### config.mk
export PLATFORM = sky130hd
export DESIGN_NAME = inst_fetch_resp
export DESIGN_NICKNAME = d
export VERILOG_FILES = /design/src/rtl/inst_fetch_resp.sv
export SDC_FILE = /design/constraint.sdc
export NUM_CORES = 1
export LEC_CHECK = 0
export ABC_AREA = 0
export CORE_MARGIN = 2
export CORE_UTILIZATION = 37
export CTS_CLUSTER_DIAMETER = 120
export DETAILED_ROUTE_END_ITERATION = 8
export GPL_TIMING_DRIVEN = 0
export SYNTH_ARGS = -nofsm -noshare
export SYNTH_HDL_FRONTEND = slang
export SYNTH_SLANG_ARGS = --single-unit
### constraint.sdc
create_clock -name clk -period 9.87 [get_ports clk]
set_input_delay 2.961 -clock clk [delete_from_list [all_inputs] [get_ports clk]]
set_output_delay 2.961 -clock clk [all_outputs]
set_load 0.01 [all_outputs]
### src/rtl/inst_fetch_resp.sv
// Fetch-stage instruction responder: fetches one word per request over a
// req/ack memory bus and replays the last fetched word without a bus cycle.
//
// Ports:
//   clk, rst            clock, asynchronous active-low reset
//   pc_i, ce_i          fetch address / fetch enable from the PC register
//   flush_i             branch taken, in-flight fetch is stale
//   inst_o, pc_o        fetched word and its address
//   inst_valid_o        one-cycle pulse, inst_o valid for pc_o
//   addr_err_o          one-cycle pulse, misaligned PC
//   fetch_err_o         one-cycle pulse, bus timeout
//   stallreq_o          stall request to ctrl while a fetch is outstanding
//   mem_req, mem_addr   bus request (held until ack) and word address
//   mem_ack, mem_rdata  bus response strobe and read data
module inst_fetch_resp #(
    parameter int unsigned TIMEOUT  = 16,
    parameter logic [31:0] NOP_INST = 32'h0000_0000
) (
    input  logic        clk,
    input  logic        rst,
    input  logic [31:0] pc_i,
    input  logic        ce_i,
    input  logic        flush_i,
    output logic [31:0] inst_o,
    output logic        inst_valid_o,
    output logic [31:0] pc_o,
    output logic        stallreq_o,
    output logic        addr_err_o,
    output logic        fetch_err_o,
    output logic        mem_req,
    output logic [31:0] mem_addr,
    input  logic        mem_ack,
    input  logic [31:0] mem_rdata
);

    localparam int CW = $clog2(TIMEOUT + 1);

    typedef enum logic [1:0] {
        IDLE,
        WAIT,
        DRAIN
    } state_t;

    state_t        state_q, state_d;
    logic          req_q, req_d;
    logic [31:0]   addr_q, addr_d;
    logic [CW-1:0] cnt_q, cnt_d;
    logic          bv_q, bv_d;
    logic [31:0]   tag_q, tag_d;
    logic [31:0]   data_q, data_d;
    logic [31:0]   inst_q, inst_d;
    logic [31:0]   pc_q, pc_d;
    logic          iv_q, iv_d;
    logic          ae_q, ae_d;
    logic          fe_q, fe_d;
    logic          stall;

    logic aligned;
    logic hit;
    logic tmo;

    assign aligned = (pc_i[1:0] == 2'b00);
    assign hit     = bv_q && (tag_q == pc_i);
    assign tmo     = (cnt_q == CW'(TIMEOUT - 1)) && !mem_ack;

    always_comb begin
        state_d = state_q;
        req_d   = req_q;
        addr_d  = addr_q;
        cnt_d   = cnt_q;
        bv_d    = bv_q;
        tag_d   = tag_q;
        data_d  = data_q;
        inst_d  = inst_q;
        pc_d    = pc_q;
        iv_d    = 1'b0;
        ae_d    = 1'b0;
        fe_d    = 1'b0;
        stall   = 1'b0;
        case (state_q)
            IDLE: begin
                if (ce_i) begin
                    if (!aligned) begin
                        ae_d   = 1'b1;
                        inst_d = NOP_INST;
                        pc_d   = pc_i;
                    end else if (hit) begin
                        iv_d   = 1'b1;
                        inst_d = data_q;
                        pc_d   = tag_q;
                    end else begin
                        stall   = 1'b1;
                        req_d   = 1'b1;
                        addr_d  = pc_i;
                        cnt_d   = '0;
                        state_d = WAIT;
                    end
                end
            end
            WAIT, DRAIN: begin
                if (mem_ack) begin
                    // Data is cached even when stale: a flushed fetch
                    // is often refetched shortly after.
                    req_d   = 1'b0;
                    bv_d    = 1'b1;
                    tag_d   = addr_q;
                    data_d  = mem_rdata;
                    state_d = IDLE;
                    if (state_q == WAIT && !flush_i) begin
                        iv_d   = 1'b1;
                        inst_d = mem_rdata;
                        pc_d   = addr_q;
                    end
                end else if (tmo) begin
                    req_d   = 1'b0;
                    bv_d    = 1'b0;
                    fe_d    = 1'b1;
                    inst_d  = NOP_INST;
                    state_d = IDLE;
                end else begin
                    stall = 1'b1;
                    cnt_d = cnt_q + CW'(1);
                    // The bus cycle cannot be cancelled, so a flush
                    // only suppresses the result.
                    if (state_q == WAIT && flush_i) begin
                        state_d = DRAIN;
                    end
                end
            end
            default: begin
                state_d = IDLE;
                req_d   = 1'b0;
            end
        endcase
    end

    always_ff @(posedge clk or negedge rst) begin
        if (!rst) begin
            state_q <= IDLE;
            req_q   <= 1'b0;
            addr_q  <= '0;
            cnt_q   <= '0;
            bv_q    <= 1'b0;
            tag_q   <= '0;
            data_q  <= '0;
            inst_q  <= NOP_INST;
            pc_q    <= '0;
            iv_q    <= 1'b0;
            ae_q    <= 1'b0;
            fe_q    <= 1'b0;
        end else begin
            state_q <= state_d;
            req_q   <= req_d;
            addr_q  <= addr_d;
            cnt_q   <= cnt_d;
            bv_q    <= bv_d;
            tag_q   <= tag_d;
            data_q  <= data_d;
            inst_q  <= inst_d;
            pc_q    <= pc_d;
            iv_q    <= iv_d;
            ae_q    <= ae_d;
            fe_q    <= fe_d;
        end
    end

    // Gate the combinational stall so it also drops at once in reset.
    assign stallreq_o   = stall && rst;
    assign inst_o       = inst_q;
    assign pc_o         = pc_q;
    assign inst_valid_o = iv_q;
    assign addr_err_o   = ae_q;
    assign fetch_err_o  = fe_q;
    assign mem_req      = req_q;
    assign mem_addr     = addr_q;

endmodule

**Yosys cells after proc, flatten, opt, wreduce, memory -nomap -nowiden**

Index checks and enable logic that the tools add are counted.

- Input bits: 69
- Logic and storage cells: 100
- Output and inout bits: 101
- Flip-flop bits (word level): 172

- Reductions and logical operators: 20
- Add/sub/neg operators: 1
- Bitwise logic cells: 1
- Multiplexer cells: 51
- Equal/unequal tests: 15

Operators by type and width:

| cell | number |
|---|---|
| two-way mux 32 bit | 11 |
| one-hot mux 32 bit (2 select lines) | 2 |
| == test 32 bit | 1 |
| two-way mux 5 bit | 5 |
| two-way mux 1 bit | 22 |
| != test 2 bit, second input constant | 7 |
| two-way mux 2 bit | 6 |
| AND reduction 4 bit | 3 |
| one-hot mux 5 bit (2 select lines) | 1 |
| AND reduction 5 bit | 2 |
| != test 3 bit, second input constant | 3 |
| one-hot mux 1 bit (2 select lines) | 3 |
| AND reduction 6 bit | 1 |
| adder 5 x 1 -> 5 bit, second input constant | 1 |
| == test 5 x 4 -> 1 bit, second input constant | 1 |
| logical AND 1 bit | 5 |
| logical NOT 2 bit | 2 |
| != test 4 bit, second input constant | 1 |
| one-hot mux 2 bit (2 select lines) | 1 |
| AND reduction 2 bit | 2 |
| nonzero test 2 bit | 2 |
| == test 2 x 1 -> 1 bit, second input constant | 1 |
| == test 2 bit, second input constant | 1 |
| logical NOT 1 bit | 2 |
| 2 further kinds | 2 |

**Longest topological paths before layout**

Gate-level depths: netlist of run 1.

- Word-level depth: 7
- Depth in mapped cells: 10
- Mapped depth without buffers: 9

**Worst setup path after synthesis of run 1**

OpenSTA, ideal clock, no wires.

- Kind: input -> output
- From: input port pc_i[1]
- To: output port stallreq_o
- Required time: 6.909 ns
- Path slack: 2.513 ns
- Cell stages on the path: 8
- Arrival: 4.396 ns
- Path buffers: 2
- Path through: buf_2 xnor2_1 nand4_1 nor4_4 nand3_4 nand4_2 buf_4 a21oi_1

- Cells in the longest elaborated chain, start to end: 7
- Elaborated cells on any way between the ends: 8
- Those cells by class: eq/ne (1); mux (4); reduce/logical (3)

RTL lines:

| what | line | RTL |
|---|---|---|
| start: declaration | 21 | `input logic [31:0] pc_i,` |
| == test 32 bit | 63 | `assign hit = bv_q && (tag_q == pc_i);` |
| logical AND 1 bit | 63 |  |
| two-way mux 1 bit | 87 | `end else if (hit) begin` |
| two-way mux 1 bit * | 83 | `if (!aligned) begin` |
| two-way mux 1 bit * | 82 | `if (ce_i) begin` |
| one-hot mux 1 bit (2 select lines) * | 80 | `case (state_q)` |
| logical AND 1 bit * | 168 | `assign stallreq_o = stall && rst;` |
| end: declaration | 27 | `output logic stallreq_o,` |

Mark *: on every way between the ends. The rest lies on a longest branch, timed or not.

**Worst setup path in the final report of run 1**

- From: input port pc_i[11]
- To: output port stallreq_o

- Cells in the longest elaborated chain, start to end: 7

RTL lines:

| what | line |
|---|---|
| == test 32 bit | 63 |
| logical AND 1 bit | 63 |
| two-way mux 1 bit | 87 |
| two-way mux 1 bit | 83 |
| two-way mux 1 bit | 82 |
| one-hot mux 1 bit (2 select lines) | 80 |
| logical AND 1 bit | 168 |

Every way passes these cells.

==> results.rst, run 1 <==
.. list-table::
   :header-rows: 1

   * - Metric
     - Value
   * - Fmax
     - around 110 MHz
   * - Net total in the final layout
     - 1,058
   * - Synth unique cells
     - 44
   * - Starting density of the core
     - roughly 38%
   * - Startpoint of the tightest hold check path
     - data_q[29]
   * - Number of hold-repair buffers added at the cts stage
     - 0
   * - Hold Fails Final Rpt
     - 0
   * - DRC Markers
     - 0
   * - Number of nets produced by synthesis
     - slightly below 900
   * - Final weighted congestion in routability-driven placement
     - ~0.88
   * - Pin count of the biggest net entering global routing
     - 113
   * - Antenna violations before repair
     - 0
   * - Met2 global-route usage
     - 29.58%
   * - Portion of synthesized cell area occupied by the leading cell type
     - between 50% and 60%
   * - Iteration count of the initial detailed-routing pass
     - 6
   * - Seq/Total Area, Yosys
     - between 50 and 60%
   * - Number of placed I/O pins
     - 170
   * - Sequential Power Share
     - 34.6%
   * - Worst ir drop on vdd
     - approximately 140 uV
   * - Flip-flop cell with the highest count after synthesis
     - dfrtp_1
   * - CTS resizes
     - 0
   * - Overflow left after global routing
     - 0
   * - Area of the die
     - 23,300 sq um
   * - Post-synthesis to final-layout area growth
     - 32.62%
   * - Placement row count
     - between 50 and 60
   * - Clock-pin slew on the worst setup and hold paths
     - roughly 0.07 ns
   * - Number of nets with antenna violations after routing
     - 0
   * - Leading cell types by total area after synthesis
     - dfrtp_1, nand2_1, mux2_2
   * - Internal Pwr Total
     - 0.002183 W
   * - Diode insertion count for antenna repair
     - 0
   * - Average detailed-routed wire length per instance
     - around 17 microns
   * - Final worst setup slack
     - roughly 1.0 ns
   * - Worst setup path class
     - in -> out
   * - Clock latency on the worst-skew pair
     - roughly 0.43 ns
   * - Switching fraction of total power
     - 38.04%
   * - Area used by multi-input combinational logic
     - roughly 3600 sq um
   * - Power spent charging and discharging nets
     - between 0.001 and 0.0015 W
   * - Number of buffers on the longest clock path
     - 2
   * - Vias per std cell
     - between 4 and 5
   * - Part of the power in the clock network
     - between 20% and 30%
   * - Detailed-route via count
     - 6,330
   * - Die width
     - ~150 microns
   * - Die Height
     - 152.6 microns
   * - CP Capture Type
     - primary output
   * - Filler instances
     - ~2.0k
   * - Final worst path period share
     - 89.51%
   * - Number of post-CTS setup repair buffers
     - 0
   * - Final count of negative-setup-slack endpoints
     - 0
   * - Flop and latch count out of synthesis
     - around 170
   * - Most used routing layer in global routing
     - met2
   * - Crit path from
     - pc_i[11]
   * - Unrepaired setup endpoints after global routing
     - false
   * - Number of buffers added by the clock tree synthesis step
     - 17
   * - Total power density per cell area
     - between 300 and 400 nW/um^2
   * - Final-layout worst hold slack
     - 0.4759 ns
   * - Post-placement worst setup slack
     - approximately 1.1 ns
   * - Count of routing violations after the opening detailed-route iteration
     - between 300 and 400
   * - DP Wirelength
     - 15,630 microns
   * - Highest-count cells in the layout ignoring fill and taps
     - nand2_1, dfrtp_1, clkdlybuf4s50_1, mux2_2, o21ai_0
   * - Number of warnings reported in the yosys synthesis log
     - 0
   * - Headroom to the max-slew limit
     - a little under half
   * - Total leakage power
     - a little under 5 nW
   * - Cell type with the largest total area after synthesis
     - dfrtp_1
   * - Global routing usage on met1
     - 27.64%
   * - Critical path data required time
     - between 6 and 7 ns
   * - Origin of the critical flop-to-flop path
     - state_q[0]
   * - Logic gate share of total power
     - around 45%
   * - EDFF count, synth
     - 0
   * - Syn avg cell area
     - roughly 10 sq um
   * - Critical Path Source Type
     - input pin
   * - Total count of max-transition violations in the final report
     - 0
   * - Leading cell type in the layout, fill and taps excluded
     - nand2_1
   * - TritonCTS clock tree
     - yes
   * - Data arrival at the endpoint of the critical path
     - about 6 ns
   * - First-pass GRT wire length
     - 35,330 microns
   * - Root Driver
     - clkbuf_16
   * - Crit Path Max Fanout
     - 10
   * - Count of maximum capacitance violations
     - 0
   * - Fraction of final layout cells sized beyond drive strength 1
     - 13.45%
   * - Clock sink count
     - ~170
   * - Minimum period implied by the final worst setup slack
     - between 8 and 9 ns
   * - Number of global-route vias before repair
     - roughly 6.3k
   * - Count of buffers from port buffering
     - approximately 170
   * - Sequential Area
     - around 4300 sq um
   * - Slew @ Worst Pin
     - slightly below 0.8 ns
   * - Sum of routed wire length over all layers
     - 21,990 microns
   * - Global-route usage over all layers
     - 19.27%
   * - Hold crit path type
     - reg -> reg
   * - Max Clock Skew
     - about 0.011 ns
   * - GR Util met3
     - between 4 and 5%
   * - Number of standard cells after synthesis
     - 796
   * - H-tree depth
     - 4
   * - Share of flip-flops with an asynchronous set or reset after synthesis
     - between 90% and 100%
   * - Outcome
     - finished clean
   * - Netlist Area Pre-Place
     - 8174 sq um
   * - Area of the core region
     - between 20,000 and 25,000 sq um
[area by class of cell]
class / instances / area share (%)
Buffer: 43 / 2.054
Clock buffer: 18 / 4.051
Clock inverter: 14 / 1.593
Inverter: 6 / 0.2078
Multi-Input combinational cell: 575 / 33.44
Sequential cell: 172 / 39.70
Tap cell: 280 / 3.232
Timing Repair Buffer: 168 / 15.72
[per-layer routing]
layer | share of wire, % | routed length (microns)
met1 | 48 | 10570
met3 | 5.0 | 1090
met2 | 46 | 10080
met5 | 0 | 0
met4 | 1.1 | 250
[registers in the layout (all words and copies together), names as in the netlist]
register / cells
inst_valid_o: 1
inst_o: 32
state_q: 2
tag_q: 32
mem_addr: 32
pc_o: 32
cnt_q: 5
bv_q: 1
addr_err_o: 1
fetch_err_o: 1
data_q: 32
mem_req: 1
[worst paths after layout]
check	slack, ns	depth (start not counted)	end
setup / recovery	1.04	9	stallreq_o
hold / removal	0.48	2	data_q[29]
setup reg to reg	7.13	7	inst_o[5]
hold reg to reg	0.48	2	data_q[29]
max in group asynchronous	6.51	2	inst_o[12]
min in group asynchronous	2.44	1	pc_o[8]
[worst max-delay path: stages]
cell             delay [ns]
clkdlybuf4s50_1        0.48
xnor2_1                0.37
nand4_1                0.26
nor3_1                 0.40
nand3_4                0.21
nand4_2                0.31
buf_4                  0.27
a21oi_1                0.12
clkdlybuf4s50_1        0.50
[cell usage after synthesis (2+ instances only)]
cell type,number
and3_1,3
a21oi_1,8
o21ai_0,37
nor3_1,4
mux2_2,79
o211ai_1,6
dfrtp_1,172
or3_1,2
nand3_1,3
nand2_1,289
o41ai_1,2
mux2_1,15
nor2b_1,2
a22oi_1,2
xnor2_1,32
a31oi_4,2
inv_1,6
buf_4,3
buf_2,4
nand2b_1,2
a22o_1,12
and2_1,3
clkbuf_1,27
ha_1,6
mux2i_1,31
buf_1,3
nor2_1,9
nand4_1,11
buf_6,6
[power groups by stage]
stage          Combinational (W)  Sequential (W)  Clock, W
4_1_cts                  0.00162         0.00122  0.000724
2_1_floorplan           0.000884         0.00126         0
6_report                 0.00160         0.00122  0.000707
3_3_place_gp             0.00159         0.00123         0
5_1_grt                  0.00176         0.00126  0.000749
3_5_place_dp             0.00161         0.00123         0
[kinds of logic (layout without fill, tap and decap cells)]
group	count (synthesis)	after routing	share of synthesized area, %
simple gates	337	337	17.11
flops	172	172	52.66
mux	125	125	16.75
compound gates	74	74	6.031
buf+inv	49	249	3.000
xor+xnor	33	33	3.536
fa+ha+maj	6	6	0.9184
[stage by stage]
step / area [sq um] / power, W / util [%] / cells / TNS [ns]
floorplan: 8174 / 0.002144 / - / 796 / 0
global placement: 10200 / 0.002819 / 46.87 / 1243 / -288.77
detailed placement: 10230 / 0.002843 / 47.02 / 1244 / 0
CTS: 10840 / 0.003563 / 49.83 / 1276 / 0
global route: 10840 / 0.003768 / 49.83 / 1276 / 0
finish: 10840 / 0.003523 / 49.83 / 1276 / 0
(Power assumes the default switching activity.)
==> run 2: changes to the inputs <==
ABC_AREA = 1   (was 0)
==> run 2 against run 1 <==
Worst hold slack worse by 0.0045 ns. Register-to-register slack got worse by 0.03 ns. Utilization shrank 0.29 points. Clock-buffer cell count is the same. Design area increased by 3.2%. Largest cell class unchanged. Largest power group unchanged.
==> results.rst, run 2 <==
.. list-table::
   :header-rows: 1

   * - Metric
     - Value
   * - Outcome
     - finished clean
   * - Final worst setup slack
     - 1.153 ns
   * - Portion of synthesized cell area occupied by the leading cell type
     - 50.67%
   * - Fraction of final layout cells sized beyond drive strength 1
     - between 4 and 5%
   * - H-tree depth
     - 4
   * - TritonCTS clock tree
     - yes
   * - Final count of negative-setup-slack endpoints
     - 0
   * - Crit Path Max Fanout
     - 10
   * - Critical path data required time
     - between 6 and 7 ns
   * - Count of maximum capacitance violations
     - 0
   * - EDFF count, synth
     - 0
   * - Placement row count
     - 55
   * - Number of warnings reported in the yosys synthesis log
     - 0
   * - Overflow left after global routing
     - 0
   * - Hold crit path type
     - reg -> reg
   * - Cell with the most instances after synthesis
     - nand2_1
   * - Post-placement worst setup slack
     - approximately 1.2 ns
   * - Number of nets with antenna violations after routing
     - 0
   * - First-pass GRT wire length
     - roughly 42,000 microns
   * - Pin count of the biggest net entering global routing
     - 98
   * - Top cell types by occurrence after synthesis
     - nand2_1, dfrtp_1, o21ai_0, nand3_1, inv_1
   * - CP max stage delay
     - 0.59 ns
   * - DRC Markers
     - 0
   * - Number of post-CTS setup repair buffers
     - 0
   * - Headroom to the max-slew limit
     - between 40% and 50%
   * - Flip-flop cell with the highest count after synthesis
     - dfrtp_1
   * - Hold Fails Final Rpt
     - 0
   * - Unrepaired setup endpoints after global routing
     - false
   * - Total count of max-transition violations in the final report
     - 0
   * - Leading cell types by total area after synthesis
     - dfrtp_1, nand2_1, o21ai_0
   * - Highest-count cells in the layout ignoring fill and taps
     - nand2_1, dfrtp_1, clkdlybuf4s50_1, o21ai_0, nand3_1
   * - Cell type with the largest total area after synthesis
     - dfrtp_1
   * - Die Height
     - around 160 microns
   * - Worst setup path class
     - in -> out
   * - Leading cell type in the layout, fill and taps excluded
     - nand2_1
   * - Number of placed I/O pins
     - 170
   * - Max Clock Skew
     - roughly 0.012 ns
   * - Cell Chain, Critical Path
     - clkdlybuf4s50_1, nor2_2, inv_2, nor2_1, nand3_1, buf_2, a21oi_1, clkdlybuf4s50_1
   * - Clock-pin slew on the worst setup and hold paths
     - around 0.07 ns
   * - Average detailed-routed wire length per instance
     - approximately 17 microns
   * - Die width
     - approximately 160 microns
   * - Number of standard cells after synthesis
     - 1,117
   * - Detailed-route via count
     - 8,114
   * - Share of the core filled with cells
     - between 40% and 50%
   * - Count of buffers from port buffering
     - 169
   * - Share of flip-flops with an asynchronous set or reset after synthesis
     - 100.0%
   * - Critical Path Source Type
     - input pin
   * - Antenna violations before repair
     - 1
   * - Total power density per cell area
     - ~320 nW/um^2
   * - Starting density of the core
     - 37.63%
   * - Clock sink count
     - roughly 170
   * - Seq/Total Area, Yosys
     - 50.67%
   * - Global-route usage over all layers
     - ~22%
   * - Post-synthesis to final-layout area growth
     - 31.64%
   * - Count of routing violations after the opening detailed-route iteration
     - between 400 and 500
   * - Cell depth of the worst flop-to-flop path
     - 9
   * - Flop and latch count out of synthesis
     - roughly 170
   * - Number of buffers on the longest clock path
     - 2
   * - Sum of routed wire length over all layers
     - roughly 27,000 microns
   * - Cell type with the highest occurrence count on the critical path
     - clkdlybuf4s50_1
   * - Synth unique cells
     - 28
   * - Number of global-route vias before repair
     - 7,808
   * - Number of buffers added by the clock tree synthesis step
     - 17
   * - Minimum period implied by the final worst setup slack
     - between 8 and 9 ns
   * - Clock latency on the worst-skew pair
     - roughly 0.43 ns
   * - Slew @ Worst Pin
     - about 0.9 ns
   * - Syn avg cell area
     - 7.605 sq um
   * - Vias per std cell
     - 5.059
   * - CTS resizes
     - 0
   * - Min-Delay Path Depth
     - 2
   * - Final weighted congestion in routability-driven placement
     - roughly 0.85
   * - Final worst path period share
     - about nine tenths
   * - Fmax
     - roughly 110 MHz
   * - Area of the die
     - about 24,000 sq um
   * - Slowest cell on the critical path
     - clkdlybuf4s50_1
   * - Data arrival at the endpoint of the critical path
     - approximately 5.8 ns
   * - CP Capture Type
     - primary output
   * - DP Wirelength
     - between 15,000 and 20,000 microns
   * - Worst ir drop on vdd
     - ~130 uV
   * - Root Driver
     - clkbuf_16
   * - Number of nets produced by synthesis
     - around 1.2k
   * - Total leakage power
     - between 5 and 6 nW
   * - Iteration count of the initial detailed-routing pass
     - 7
   * - Net total in the final layout
     - approximately 1.4k
   * - Netlist Area Pre-Place
     - between 8000 and 9000 sq um
   * - Number of hold-repair buffers added at the cts stage
     - 0
   * - Area of the core region
     - about 23,000 sq um
[run 2: kinds of logic (layout without fill, tap and decap cells)]
family                   Yosys count  after routing  share of synthesized area (%)
AND/OR/NAND/NOR                  606            606                          29.19
buffers and inverters            163            364                          7.659
other                              0              1                              0
XOR/XNOR                           9              9                         0.9280
flip-flops                       172            172                          50.67
AO/OA/AOI/OAI                    161            161                          10.66
adder cells (fa/ha/maj)            6              6                         0.8838
[run 2: report_power, final]
group	internal [W]	switching, W	leakage [nW]
Clock	0.000406	0.000297	0.297
Combinational	0.000658	0.00101	2.92
Sequential	0.000998	0.000194	2.20
[run 2: routing by layer]
metal	vias up	share of wire [%]	track usage (%)
li1	3964	-	-
met2	256	45	35.42
met5	-	0	0
met1	3854	47	30.77
met4	0	2.4	8.170
met3	40	5.5	3.928
[run 2: area by class of cell]
cell class / count / area (sq um)
Antenna cell: 1 / 2.502
Timing Repair Buffer: 170 / 1724
Fill cell: 2235 / 11390
Inverter: 97 / 364.1
Tap cell: 285 / 356.6
Clock buffer: 18 / 439.2
Sequential cell: 172 / 4304
Buffer: 66 / 286.5
Clock inverter: 13 / 165.2
Multi-Input combinational cell: 782 / 3540
[run 2: path summary, 6_finish.rpt]
kind                                    to        from  slack (ns)
worst min register to register  inst_o[14]  inst_o[14]        0.47
min in group asynchronous        inst_o[9]         rst        2.51
worst max-delay path            stallreq_o     pc_i[1]        1.15
worst min-delay path            inst_o[14]  inst_o[14]        0.47
max in group asynchronous        tag_q[13]         rst        6.49
worst max register to register    pc_o[18]  state_q[1]        7.10
[run 2: critical path, delay by kind of cell]
family                 cells  cell delay (ns)
buffers and inverters      4             1.56
AOI/OAI and AO/OA          1             0.28
and+or+nand+nor            3             0.94
[run 2: stage by stage]
step,TNS (ns),cell area [sq um],hold WS [ns],total power (W),cells
after detailed placement,0,10580,0.4572,0.002868,1572
after global placement,-301.42,10540,0.4532,0.002839,1571
after floorplan,0,8494,0.4419,0.002111,1117
after global routing,0,11180,0.4969,0.003831,1603
final,0,11180,0.4713,0.003564,1604
after CTS,0,11180,0.4740,0.003581,1603
==> run 3: changes to the inputs <==
ABC_AREA = 0   (was 1)
==> results of run 3 <==
No change in the layout: final DEF, timing and power equal those of run 1.
